--- config.mk ---
export PLATFORM = sky130hd
export DESIGN_NAME = compare_cell
export DESIGN_NICKNAME = d
export VERILOG_FILES = /design/src/rtl/compare_pkg.sv /design/src/rtl/comp_slice.sv /design/src/rtl/compare_cell.sv
export SDC_FILE = /design/constraint.sdc
export NUM_CORES = 1
export LEC_CHECK = 0
export CELL_PAD_IN_SITES_DETAIL_PLACEMENT = 1
export CELL_PAD_IN_SITES_GLOBAL_PLACEMENT = 1
export CORE_AREA = 2 2 39 41
export DETAILED_ROUTE_END_ITERATION = 8
export DIE_AREA = 0 0 41 43
export PLACE_DENSITY_LB_ADDON = 0.2
export RECOVER_POWER = 25
export SLEW_MARGIN = 20
export SYNTH_ARGS = -nofsm -noshare
export SYNTH_HDL_FRONTEND = slang
export SYNTH_SLANG_ARGS = --single-unit
--- constraint.sdc ---
create_clock -name clk -period 0.98 [get_ports clk]
set_clock_uncertainty 0.15 [all_clocks]
set_input_delay 0.245 -clock clk [delete_from_list [all_inputs] [get_ports clk]]
set_output_delay 0.245 -clock clk [all_outputs]
set_load 0.05 [all_outputs]
--- src/rtl/compare_pkg.sv ---
// Shared result encoding for the compare cell and its cascade helper.
package compare_pkg;

    localparam logic [2:0] CMP_EQ = 3'b001;
    localparam logic [2:0] CMP_LT = 3'b010;
    localparam logic [2:0] CMP_GT = 3'b100;

    // An undecided cascade ({lt,gt} = 00) means every slice matched.
    function automatic logic [2:0] cascade_to_result(input logic [1:0] lt_gt);
        logic [2:0] res;
        case (lt_gt)
            2'b10:   res = CMP_LT;
            2'b01:   res = CMP_GT;
            default: res = CMP_EQ;
        endcase
        return res;
    endfunction

endpackage

--- src/rtl/comp_slice.sv ---
// One bit of the compare cascade: a decision made by a higher slice passes
// through, otherwise this slice's own bit pair decides.
module comp_slice
    import compare_pkg::*;
(
    input  logic a_bit,
    input  logic b_bit,
    input  logic eq_i,
    input  logic lt_i,
    input  logic gt_i,
    output logic eq_o,
    output logic lt_o,
    output logic gt_o
);

    always_comb begin
        eq_o = eq_i;
        lt_o = lt_i;
        gt_o = gt_i;
        if (!(lt_i || gt_i)) begin
            lt_o = ~a_bit & b_bit;
            gt_o = a_bit & ~b_bit;
            eq_o = eq_i & (a_bit == b_bit);
        end
    end

endmodule

--- src/rtl/compare_cell.sv ---
// Registered magnitude comparator: MSB-first cascade of bit slices feeding a
// one-cycle result register.
module compare_cell
    import compare_pkg::*;
#(
    parameter int WIDTH     = 1,
    parameter bit SIGNED_EN = 1
) (
    input  logic             clk,
    input  logic             rst_n,
    input  logic             in_valid,
    input  logic [WIDTH-1:0] a,
    input  logic [WIDTH-1:0] b,
    input  logic             is_signed,
    output logic             out_valid,
    output logic             eq,
    output logic             lt,
    output logic             gt
);

    logic             signed_mode;
    logic [WIDTH:0]   eq_c;
    logic [WIDTH:0]   lt_c;
    logic [WIDTH:0]   gt_c;
    logic [2:0]       next_res;

    assign signed_mode = SIGNED_EN && is_signed;

    assign eq_c[WIDTH] = 1'b1;
    assign lt_c[WIDTH] = 1'b0;
    assign gt_c[WIDTH] = 1'b0;

    // Swapping the sign bits makes a set sign bit rank below a clear one.
    for (genvar i = WIDTH - 1; i >= 0; i--) begin : g_slice
        logic a_bit;
        logic b_bit;
        if (i == WIDTH - 1) begin : g_msb
            assign a_bit = signed_mode ? b[i] : a[i];
            assign b_bit = signed_mode ? a[i] : b[i];
        end else begin : g_lsb
            assign a_bit = a[i];
            assign b_bit = b[i];
        end
        comp_slice u_slice (
            .a_bit (a_bit),
            .b_bit (b_bit),
            .eq_i  (eq_c[i+1]),
            .lt_i  (lt_c[i+1]),
            .gt_i  (gt_c[i+1]),
            .eq_o  (eq_c[i]),
            .lt_o  (lt_c[i]),
            .gt_o  (gt_c[i])
        );
    end

    assign next_res = eq_c[0] ? CMP_EQ : cascade_to_result({lt_c[0], gt_c[0]});

    always_ff @(posedge clk or negedge rst_n) begin
        if (!rst_n) begin
            out_valid <= 1'b0;
            eq        <= 1'b0;
            lt        <= 1'b0;
            gt        <= 1'b0;
        end else begin
            out_valid <= in_valid;
            if (in_valid) begin
                eq <= next_res[0];
                lt <= next_res[1];
                gt <= next_res[2];
            end
        end
    end

endmodule

==> impl_metrics.yaml <==
sta:
  finalMaxSlewViolations: 0
  tightestPinTransition_ps: 191
  slew_headroom_pct: 87.2
  setup_tns_ps: -827
  timing.final.crit_share_pct: 122
  fin_crit_ps: 1190
  fin_ws_ps: -213
  rsz0062_at_grt: "true"
  max_freq_mhz: 839
  setup_viol: 4
  finalHoldViolations: 0
  hold_slack_ps: 138
worst_setup_path:
  worst-path-buf-inv: 1
  crit_path_cell_trace: "buf_12"
  cpPeakStageDelay_ps: 410
  crit_type: "register to primary output"
  worstPathMaxFanout: 2
  cp.required_ps: 580
  crit_path_start_kind: "register"
  r2r_start: "eq"
  critPathSlowestCell: "dfrtp_2"
  cpLargestDelayFamily: "flip-flops"
  timing.critical_path.from: "eq"
  worst_setup_path_end_kind: "primary output"
  worst_ep_arrival_time_ps: 800
synthesis:
  synth.distinct_cells: 7
  avgSynthCellArea_um2: 12.3
  yosysWarnings: 0
  syn_area_um2: 173
  ys_ff_latch: 4
  synth_cells: 14
  synth_nets: 20
  ys_seq_area_share_pct: 58.0
pwr:
  vdd.ir_drop.worst_uv: 406
  powerDensity_nw_per_um2: 1620
  report.power.total_mw: 0.597
  power.internal_mw: 0.424
  switchingPower_mw: 0.173
  p_leak_nw: 0.153
  pwr-share-comb_pct: 32.6
  switching_share_pct: 28.9
  p_clk_share_pct: 33.4
  seqPwrFrac_pct: 34.1
floorplan:
  die_area_um2: 1760
  die_w_um: 41
  io_pins: 10
  die_h_um: 43
  rows: 14
  coreArea_um2: 1380
  start_util_pct: 12.5
layout:
  stdcell_area_um2: 368
  drive_above_1_share_pct: 65.5
  post-route-util_pct: 26.6
  fin_nets: 37
  fillers: 156
  stdcell_count: 45
  diodes: 0
  area_growth_pct: 113
clock_tree:
  cts_tree: "built"
  numClockSinks: 4
  clk_pin_slew_worst_paths_ps: 40
  htree_levels: 1
  cts_buffers: 3
  clkLatencyLatePin_ps: 230
  clockBufferDepth: 2
  hold_buffers: 0
  clock-root-buffer: "clkbuf_4"
placement:
  portBuffers: 9
  place_ws_ps: -552
  dpl.cell_count: 41
  gp_congestion: 0.668
  placed_area_um2: 343
global_route:
  grt_max_degree: 6
  antenna_found_initial: 0
  grt.total_usage_pct: 6.84
  grt_overflow: 0
  grt_first_pass_wirelength_um: 655
  grt_pass1_vias: 164
routing:
  drt_iter0_drc: 0
  drt_wl_total_um: 402
  avgRoutedWirePerCell_um: 8.93
  firstDrtPassIters: 1
  final_antenna_net_count: 0
  drc_errors: 0
  vias: 163
  viasPerCell: 3.62
job:
  maxCapViolCount: 0
min_path:
  hold_path_class: "input pin to async pin"
outcome:
  violations: "setup timing"
  status: "complete, but fails checks"
-- cell families (layout without fill, tap and decap cells) --
kind of cell	after synthesis	in the layout	synth area share, %
flip-flops	4	4	58.0
buffers and inverters	0	15	0
XOR/XNOR	1	1	5.07
AO/OA/AOI/OAI	2	2	7.25
AND/OR/NAND/NOR	6	6	23.2
multiplexers	1	1	6.52
-- Yosys cell counts --
master    instances  area share, %
dfrtp_1           4             58
xnor2_1           1            5.1
mux2_2            1            6.5
nor2_1            2            4.3
a31oi_1           2            7.2
or3b_1            2             10
nand3b_1          2            8.7
-- final timing paths --
path | end | slack [ps] | cells past startpoint
max | eq | -210 | 1
min | eq | 140 | 1
max reg2reg | eq | 30 | 1
min reg2reg | eq | 410 | 1
max in group asynchronous | out_valid | 360 | 1
min in group clk | gt | 170 | 3
-- per-layer routing --
metal  routed length [um]  global-route usage, %  share of wire, %  vias up
met4                    0                   12.0                 0        0
met5                    0                      0                 0        -
met3                   45                   4.71                11        0
li1                     -                      -                 -       81
met1                  148                   6.47                37       75
met2                  209                   6.56                52        7
-- registers in the layout, summed over array words and instances (netlist names) --
| register | cells |
|---|---|
| gt | 1 |
| lt | 1 |
| out_valid | 1 |
| eq | 1 |
-- power by group through the flow --
| stage | registers, mW | clock network [mW] | logic [mW] |
|---|---|---|---|
| finish | 0.203 | 0.199 | 0.194 |
| floorplan | 0.255 | 0 | 0.0222 |
| CTS | 0.204 | 0.208 | 0.190 |
| detailed placement | 0.207 | 0 | 0.192 |
| global route | 0.205 | 0.219 | 0.205 |
| global placement | 0.206 | 0 | 0.191 |
-- layout by cell type, fill, tap and decap left out, drive strengths merged --
master       netlist  final
mux2               1      1
dfrtp              4      4
xnor2              1      1
a31oi              2      2
dlygate4sd2        0      1
dlygate4sd3        0      1
clkbuf             0      4
nand3b             2      2
or3b               2      2
nor2               2      2
buf                0      9
-- layout make-up --
type	instances	area [um2]	share of cell area (%)
flip-flops and latches	4	105	28.6
clock buffers	3	22.5	6.12
well taps	16	20.0	5.44
multi-input cells	10	80.1	21.8
repair buffers	12	140	38.1
-- repair_timing --
| item | in CTS | in global routing |
|---|---|---|
| resized for setup | 10 | 5 |
| endpoints found under the setup margin | 7 | 6 |
| pin swaps | 2 | 2 |
| buffers inserted | 0 | 1 |
Note: power is estimated with default switching activity, not from simulation.
